--- src/rtl/lsu_gled_arbiter.sv ---
// Two-requester arbiter for the byte-wide LED/IO buffer: splits byte/half/word
// requests into single-byte beats and returns sign/zero-extended load data.
module lsu_gled_arbiter #(
    parameter int ADDR_W = 4
) (
    input  logic              clk_i,
    input  logic              rst_ni,
    input  logic              r0_valid_i,
    output logic              r0_ready_o,
    input  logic              r0_we_i,
    input  logic [2:0]        r0_mode_i,
    input  logic [ADDR_W-1:0] r0_addr_i,
    input  logic [31:0]       r0_wdata_i,
    output logic              r0_rvalid_o,
    output logic [31:0]       r0_rdata_o,
    input  logic              r1_valid_i,
    output logic              r1_ready_o,
    input  logic              r1_we_i,
    input  logic [2:0]        r1_mode_i,
    input  logic [ADDR_W-1:0] r1_addr_i,
    input  logic [31:0]       r1_wdata_i,
    output logic              r1_rvalid_o,
    output logic [31:0]       r1_rdata_o,
    output logic              mem_we_o,
    output logic [ADDR_W-1:0] mem_addr_o,
    output logic [7:0]        mem_wdata_o,
    input  logic [7:0]        mem_rdata_i,
    output logic              busy_o
);

    localparam logic [1:0] S_IDLE = 2'd0;
    localparam logic [1:0] S_BEAT = 2'd1;
    localparam logic [1:0] S_RESP = 2'd2;

    logic [1:0]        state_q, state_d;
    logic              last_q, last_d;
    logic              owner_q, owner_d;
    logic [1:0]        k_q, k_d;
    logic              we_q, we_d;
    logic [2:0]        mode_q, mode_d;
    logic [ADDR_W-1:0] addr_q, addr_d;
    logic [31:0]       wdata_q, wdata_d;
    logic [31:0]       res_q, res_d;

    logic idle, beat, resp, gnt0, gnt1, accept, sel1;
    logic [31:0] rdata_ext;

    // Index of the final beat: 0 for byte, 1 for half, 3 for word (incl. modes 3/6/7).
    function automatic logic [1:0] last_beat(input logic [2:0] mode);
        case (mode[1:0])
            2'd0:    return 2'd0;
            2'd1:    return 2'd1;
            default: return 2'd3;
        endcase
    endfunction

    function automatic logic [31:0] load_extend(input logic [2:0] mode, input logic [31:0] raw);
        logic signed [7:0]  b;
        logic signed [15:0] h;
        b = raw[7:0];
        h = raw[15:0];
        case (mode)
            3'd0:    return 32'(b);
            3'd1:    return 32'(h);
            3'd4:    return {24'd0, raw[7:0]};
            3'd5:    return {16'd0, raw[15:0]};
            default: return raw;
        endcase
    endfunction

    assign idle = (state_q == S_IDLE);
    assign beat = (state_q == S_BEAT);
    assign resp = (state_q == S_RESP);

    // last_q == 1 means r1 was served last, so r0 wins a tie.
    assign gnt0 = r0_valid_i && (!r1_valid_i || last_q);
    assign gnt1 = r1_valid_i && (!r0_valid_i || !last_q);

    assign r0_ready_o = rst_ni && idle && gnt0;
    assign r1_ready_o = rst_ni && idle && gnt1;
    assign accept     = r0_ready_o || r1_ready_o;
    assign sel1       = r1_ready_o;

    always_comb begin
        state_d = state_q;
        last_d  = last_q;
        owner_d = owner_q;
        k_d     = k_q;
        we_d    = we_q;
        mode_d  = mode_q;
        addr_d  = addr_q;
        wdata_d = wdata_q;
        res_d   = res_q;
        case (state_q)
            S_IDLE: begin
                if (accept) begin
                    state_d = S_BEAT;
                    owner_d = sel1;
                    last_d  = sel1;
                    k_d     = 2'd0;
                    we_d    = sel1 ? r1_we_i    : r0_we_i;
                    mode_d  = sel1 ? r1_mode_i  : r0_mode_i;
                    addr_d  = sel1 ? r1_addr_i  : r0_addr_i;
                    wdata_d = sel1 ? r1_wdata_i : r0_wdata_i;
                    res_d   = 32'd0;
                end
            end
            S_BEAT: begin
                if (!we_q) begin
                    res_d[{k_q, 3'b000} +: 8] = mem_rdata_i;
                end
                k_d = k_q + 2'd1;
                if (k_q == last_beat(mode_q)) begin
                    state_d = S_RESP;
                end
            end
            default: state_d = S_IDLE;
        endcase
    end

    always_ff @(posedge clk_i or negedge rst_ni) begin
        if (!rst_ni) begin
            state_q <= S_IDLE;
            last_q  <= 1'b1;
            owner_q <= 1'b0;
            k_q     <= 2'd0;
        end else begin
            state_q <= state_d;
            last_q  <= last_d;
            owner_q <= owner_d;
            k_q     <= k_d;
        end
    end

    // Request payload and load assembly; only observed while BEAT/RESP are active.
    always_ff @(posedge clk_i) begin
        we_q    <= we_d;
        mode_q  <= mode_d;
        addr_q  <= addr_d;
        wdata_q <= wdata_d;
        res_q   <= res_d;
    end

    assign busy_o      = !idle;
    assign mem_we_o    = beat && we_q;
    assign mem_addr_o  = beat ? (addr_q + ADDR_W'(k_q)) : '0;
    assign mem_wdata_o = (beat && we_q) ? wdata_q[{k_q, 3'b000} +: 8] : 8'd0;

    assign rdata_ext   = we_q ? 32'd0 : load_extend(mode_q, res_q);
    assign r0_rvalid_o = resp && !owner_q;
    assign r1_rvalid_o = resp && owner_q;
    assign r0_rdata_o  = r0_rvalid_o ? rdata_ext : 32'd0;
    assign r1_rdata_o  = r1_rvalid_o ? rdata_ext : 32'd0;

endmodule

--- config.mk ---
export PLATFORM = sky130hd
export DESIGN_NAME = lsu_gled_arbiter
export DESIGN_NICKNAME = d
export VERILOG_FILES = /design/src/rtl/lsu_gled_arbiter.sv
export SDC_FILE = /design/constraint.sdc
export NUM_CORES = 1
export LEC_CHECK = 0
export BUFFER_PORTS_ARGS = -buffer_cell sky130_fd_sc_hd__buf_2
export CAP_MARGIN = 30
export CORE_MARGIN = 2
export CORE_UTILIZATION = 30
export CTS_BUF_LIST = sky130_fd_sc_hd__clkbuf_16
export DETAILED_ROUTE_END_ITERATION = 12
export GPL_ROUTABILITY_DRIVEN = 1
export PLACE_DENSITY = 0.59
export SYNTH_ARGS = -nofsm -noshare
export SYNTH_HDL_FRONTEND = slang
export SYNTH_SLANG_ARGS = --single-unit
--- constraint.sdc ---
create_clock -name clk_i -period 4.25 [get_ports clk_i]
set_clock_uncertainty 0.15 [all_clocks]
set_input_delay 0.85 -clock clk_i [delete_from_list [all_inputs] [get_ports clk_i]]
set_output_delay 0.85 -clock clk_i [all_outputs]
set_load 0.05 [all_outputs]
==> impl_metrics.tcl, run 1 <==
set metrics [dict create \
    status "complete, no violations" \
    ctsHtreeMaxLevel 3 \
    cp.required_ns 3.25 \
    hold_buffers 0 \
    cp-end-kind "primary output" \
    rsz0062_at_grt "no" \
    ys_seq_area_frac 0.4884 \
    synthesis.area_sq_mm 0.004737 \
    dr.pass1.iters 4 \
    core-area_sq_mm 0.01531 \
    drcViolationCount 0 \
    io_pins 174 \
    gr-usage-all-layers 0.1496 \
    clkSlewWorstSetupHoldPaths_ns 0.06 \
    syn_to_final_growth_pct 28.13 \
    grt_pass1_vias 3500 \
    cts_buffers 9 \
    slew_violations 0 \
    layout_commonest_cell "buf_2" \
    clockBufferDepth 2 \
    worst-setup-path-type "flip-flop to primary output" \
    cp-start-kind "flip-flop" \
    first_iter_violations 162 \
    clock_latency_ns 0.34 \
    routedWlPerCell_um 15.71 \
    syn_area_per_cell_sq_um 11.61 \
    synth-main-ff-cell "edfxtp_1" \
    vias 3666 \
    tritoncts "done" \
    m1WireLength_mm 5.344 \
    die-area_sq_mm 0.01681 \
    cts_root_buffer "clkbuf_16" \
    post_dp_cell_area_sq_mm 0.005786 \
    setup_tns_ns 0 \
    fin_crit_ns 3.386 \
    setup_violations 0 \
    cts_resized 0 \
    hold_path.class "input port to async pin" \
    place.gp.congestion 0.7657 \
    cp_max_fo 24 \
    final_antenna_net_count 0 \
    yosysWarnings 0 \
    viasPerCell 4.646 \
    die_w_um 129.7 \
    max_freq_mhz 295.3 \
    die_y_um 129.7 \
    clkSinkCount 78 \
    synth.top_cells.by_area "edfxtp_1 46%, mux2_4 12%, nor2_1 6.4%" \
    rows 45 \
    synth_top_area_share 0.4564 \
    synthCells 408 \
    final_cell_mix "173 x buf_2, 81 x nor2_1, 72 x edfxtp_1" \
    drive_above_1_share 0.4429 \
    routed_wl_mm 12.40 \
    peakVddDrop_mv 0.2440 \
    yosysTopAreaCell "edfxtp_1" \
    synthArstFlopShare 0.07692 \
    finalHoldViolations 0 \
    dr.max_layer_used "met4" \
    grt_pass1_wl_mm 18.86 \
    dp_hpwl_mm 9.189 \
    start_util 0.3093 \
    worst_slack_ns 0.8637 \
    grt_max_degree 43 \
    synth_fp_nets 508 \
    post_cts_buffers 0 \
    post-place-ws_ns 1.226 \
    grt_overflow 0 \
    period_share 0.7968 \
    maxSlewHeadroom 0.3782 \
    n_fill_cell 1522 \
    leakage_nw 2.920 \
    crit_arrival_ns 2.39 \
    synthDistinctLibCells 41 \
    synth_edf_count 72 \
    cap_violations 0 \
    wl_met2_mm 5.853 \
    layout.nets 673 \
    antenna_found_initial 0 \
    portBuffers 173 \
    tightestPinTransition_ns 0.9327 \
    p_per_area_mw_per_mm2 633.2 \
    final_area_sq_mm 0.006070 \
    n_antenna_cell 0 \
    ys_ff_latch 78 \
    met3_length_mm 1.016 \
]
[final timing paths]
kind	slack [ns]	start	depth (start not counted)	to
min	0.18	rst_ni	1	state_q[1]
max in group asynchronous	3.53	rst_ni	1	last_q
max reg2reg	1.71	k_q[0]	7	res_q[18]
max	0.86	mode_q[1]	4	r1_rdata_o[27]
min in group clk_i	0.37	last_q	1	last_q
min reg2reg	0.37	last_q	1	last_q
[sequential cells by signal (all words and copies together), names as in the netlist]
name and cells:
res_q 32, wdata_q 32, addr_q 4, mode_q 3
k_q 2, state_q 2, last_q 1, owner_q 1
we_q 1
[power breakdown]
part | switching (mW) | internal, mW | leakage [nW]
logic | 1.03 | 0.658 | 2.00
registers | 0.190 | 1.22 | 0.766
clock network | 0.294 | 0.446 | 0.151
[layout make-up]
class / instances / area [sq um] / share of cell area
tap: 211 / 264.0 / 0.04350
timing repair buffer: 182 / 933.4 / 0.1538
sequential: 78 / 2313 / 0.3812
inverter: 22 / 82.58 / 0.01361
clock buffer: 9 / 225.2 / 0.03711
clock inverter: 7 / 58.81 / 0.009689
multi-input combinational: 280 / 2192 / 0.3612
[worst max-delay path, stage by stage, from the launching register on]
cell,delay (ns)
edfxtp_1,0.96
nand2b_1,0.26
o211ai_2,0.34
nor2_1,0.21
buf_2,0.28
[logic make-up after synthesis]
family,share of synthesized area
muxes,0.1664
AOI/OAI and AO/OA,0.1004
and+or+nand+nor,0.1704
buffers and inverters,0.04992
adders and majority gates,0.02271
xor gates and xnor gates,0.001849
DFF,0.4884
[cell usage after synthesis, types with 2 or more instances]
cell type,instances
nor2_1,81
edfxtp_1,72
mux2_4,39
a21oi_1,26
inv_1,22
and2_1,19
a21o_1,18
nor2b_1,17
a2bb2oi_1,16
clkbuf_1,10
and3_1,9
buf_2,9
mux4_2,8
ha_1,7
buf_6,5
dfrtp_1,5
nand2_1,5
buf_1,4
nor4bb_1,4
o21ai_0,4
nand2b_1,3
mux2_2,2
nor3b_2,2
o211ai_2,2
or2_2,2
or3_1,2
[per-layer routing]
metal | GRT usage | vias up
li1 | - | 1776
met1 | 0.1963 | 1696
met4 | 0.05313 | 0
met3 | 0.03220 | 12
met2 | 0.2445 | 182
met5 | 0 | -
[metrics by stage]
step	cells	total power [mW]	hold WS, ns	util
2_1_floorplan	408	2.697	0.3480	-
3_3_place_gp	773	3.093	0.3548	0.3778
3_5_place_dp	773	3.133	0.3632	0.3778
4_1_cts	789	3.888	0.1801	0.3963
5_1_grt	789	4.098	0.1907	0.3963
6_report	789	3.843	0.1846	0.3963
No activity file was read; power rests on OpenSTA's default activity.
==> run 2: changes to the inputs <==
--- a/config.mk
+++ b/config.mk
@@ -5,6 +5,7 @@
 export SDC_FILE = /design/constraint.sdc
 export NUM_CORES = 1
 export LEC_CHECK = 0
+export ABC_AREA = 1
 export BUFFER_PORTS_ARGS = -buffer_cell sky130_fd_sc_hd__buf_2
 export CAP_MARGIN = 30
 export CORE_MARGIN = 2
==> constraint.sdc (replaced) <==
create_clock -name clk_i -period 3.2 [get_ports clk_i]
set_clock_uncertainty 0.15 [all_clocks]
set_input_delay 0.64 -clock clk_i [delete_from_list [all_inputs] [get_ports clk_i]]
set_output_delay 0.64 -clock clk_i [all_outputs]
set_load 0.05 [all_outputs]
==> impl_metrics.tcl, run 2 <==
set metrics [dict create \
    final_cell_mix "182 x nand2_1, 173 x buf_2, 108 x nor2_1" \
    cp_max_fo 12 \
    portBuffers 173 \
    dp.cells 919 \
    p_per_area_mw_per_mm2 891.6 \
    routed_wl_mm 13.09 \
    clockBufferDepth 2 \
    final_antenna_net_count 0 \
    syn_area_per_cell_sq_um 8.090 \
    cp-end-kind "primary output" \
    setup_violations 0 \
    first_iter_violations 301 \
    ctsHtreeMaxLevel 3 \
    viasPerCell 4.644 \
    worst-setup-path-type "flip-flop to primary output" \
    leakage_nw 2.832 \
    peakVddDrop_mv 0.3243 \
    max_freq_mhz 344.8 \
    synth_top_area_share 0.4624 \
    synthDistinctLibCells 30 \
    worst_slack_ns 0.3001 \
    grt_pass1_vias 3958 \
    routedWlPerCell_um 13.99 \
    layout_commonest_cell "nand2_1" \
    synth-main-ff-cell "edfxtp_1" \
    syn_to_final_growth_pct 28.39 \
    status "complete, no violations" \
    die_y_um 128.8 \
    die_w_um 128.8 \
    tightestPinTransition_ns 0.6508 \
    clock_latency_ns 0.33 \
    ys_ff_latch 78 \
    antenna_found_initial 0 \
    dp_hpwl_mm 10.03 \
    ys_top_cells_by_count "182 x nand2_1, 108 x nor2_1, 72 x edfxtp_1" \
    core-area_sq_mm 0.01520 \
    finalHoldViolations 0 \
    cp.required_ns 2.41 \
    rows 45 \
    setup_tns_ns 0 \
    synth.most_common_cell "nand2_1" \
    clkSinkCount 78 \
    dr.pass1.iters 4 \
    ys_seq_area_frac 0.4948 \
    hold_path.class "flip-flop to flip-flop" \
    multi_input_area_sq_mm 0.002066 \
    io_pins 174 \
    synth_fp_nets 678 \
    layout.nets 843 \
    place.gp.congestion 0.8714 \
    fin_crit_ns 2.900 \
    cts_root_buffer "clkbuf_16" \
    synthCells 578 \
    vias 4347 \
    maxSlewHeadroom 0.5655 \
    grt_overflow 0 \
    clkSlewWorstSetupHoldPaths_ns 0.06 \
    r2r_slack_ns 0.67 \
    yosysWarnings 0 \
    start_util 0.3076 \
    regArea_sq_mm 0.002313 \
    grt_max_degree 43 \
    cp-start-kind "flip-flop" \
    synth.top_cells.by_area "edfxtp_1 46%, nand2_1 15%, nor2_1 8.7%" \
    grt_pass1_wl_mm 20.05 \
    n_fill_cell 1607 \
    synthArstFlopShare 0.07692 \
    crit_arrival_ns 2.11 \
    synthesis.area_sq_mm 0.004676 \
    cap_violations 0 \
    period_share 0.9062 \
    die-area_sq_mm 0.01660 \
    whs_ns 0.3618 \
    synth_edf_count 72 \
    rsz0062_at_grt "no" \
    tritoncts "done" \
    post-place-ws_ns 0.5795 \
    n_antenna_cell 0 \
    top_regs "res_q: 32 flops, wdata_q: 32 flops, addr_q: 4 flops" \
    drive_above_1_share 0.2955 \
    yosysTopAreaCell "edfxtp_1" \
    gr-usage-all-layers 0.1563 \
    cts_buffers 9 \
    final_cells 936 \
    drcViolationCount 0 \
    slew_violations 0 \
]
## run 2: worst max-delay path: stages, from the launching register on
cell	delay, ns
dfrtp_1	0.53
ha_1	0.31
fa_1	0.48
inv_1	0.04
nor2_1	0.13
buf_2	0.29
## run 2: stage by stage
stage | instance area (sq um) | total power [mW] | util
final | 6003 | 5.353 | 0.3949
after global routing | 6003 | 5.746 | 0.3949
after CTS | 6003 | 5.402 | 0.3949
after detailed placement | 5703 | 4.390 | 0.3751
after global placement | 5703 | 4.380 | 0.3751
after floorplan | 4679 | 3.719 | -
## run 2: cells by family after synthesis
logic type | share of synthesized area
AO/OA/AOI/OAI | 0.1282
XOR/XNOR | 0.005621
adder cells (fa/ha/maj) | 0.02301
buffers and inverters | 0.06422
flip-flops | 0.4948
AND/OR/NAND/NOR | 0.2842
## run 2: path summary, 6_finish.rpt
kind / startpoint / endpoint / depth (start not counted)
max: k_q[0] / mem_addr_o[1] / 5
min: last_q / last_q / 2
max reg2reg: k_q[1] / res_q[29] / 5
min reg2reg: last_q / last_q / 2
max in group asynchronous: rst_ni / last_q / 2
min in group asynchronous: rst_ni / owner_q / 2
## run 2: what timing repair did
item | in CTS | in global routing
hold buffers | 1 | 0
gates resized for setup | 0 | 0
setup buffers | 0 | 0
hold endpoints to repair | 5 | 0
## run 2: power by group
part | total, mW | switching [mW] | internal [mW]
Clock | 0.999 | 0.401 | 0.598
Sequential | 1.89 | 0.237 | 1.66
Combinational | 2.46 | 1.79 | 0.667
## run 2: layout make-up
type	instances	area share
clock buffers	9	0.03752
clock inverters	7	0.01084
inverters	30	0.01876
multi-input cells	437	0.3441
flip-flops and latches	78	0.3854
well taps	188	0.03918
repair buffers	187	0.1642
## run 2: per-layer routing
| layer | part of all wire | GRT usage | vias up |
|---|---|---|---|
| li1 | - | - | 2256 |
| met1 | 0.44 | 0.2057 | 1872 |
| met2 | 0.46 | 0.2571 | 207 |
| met3 | 0.093 | 0.04283 | 12 |
| met4 | 0.011 | 0.03708 | 0 |
| met5 | 0 | 0 | - |
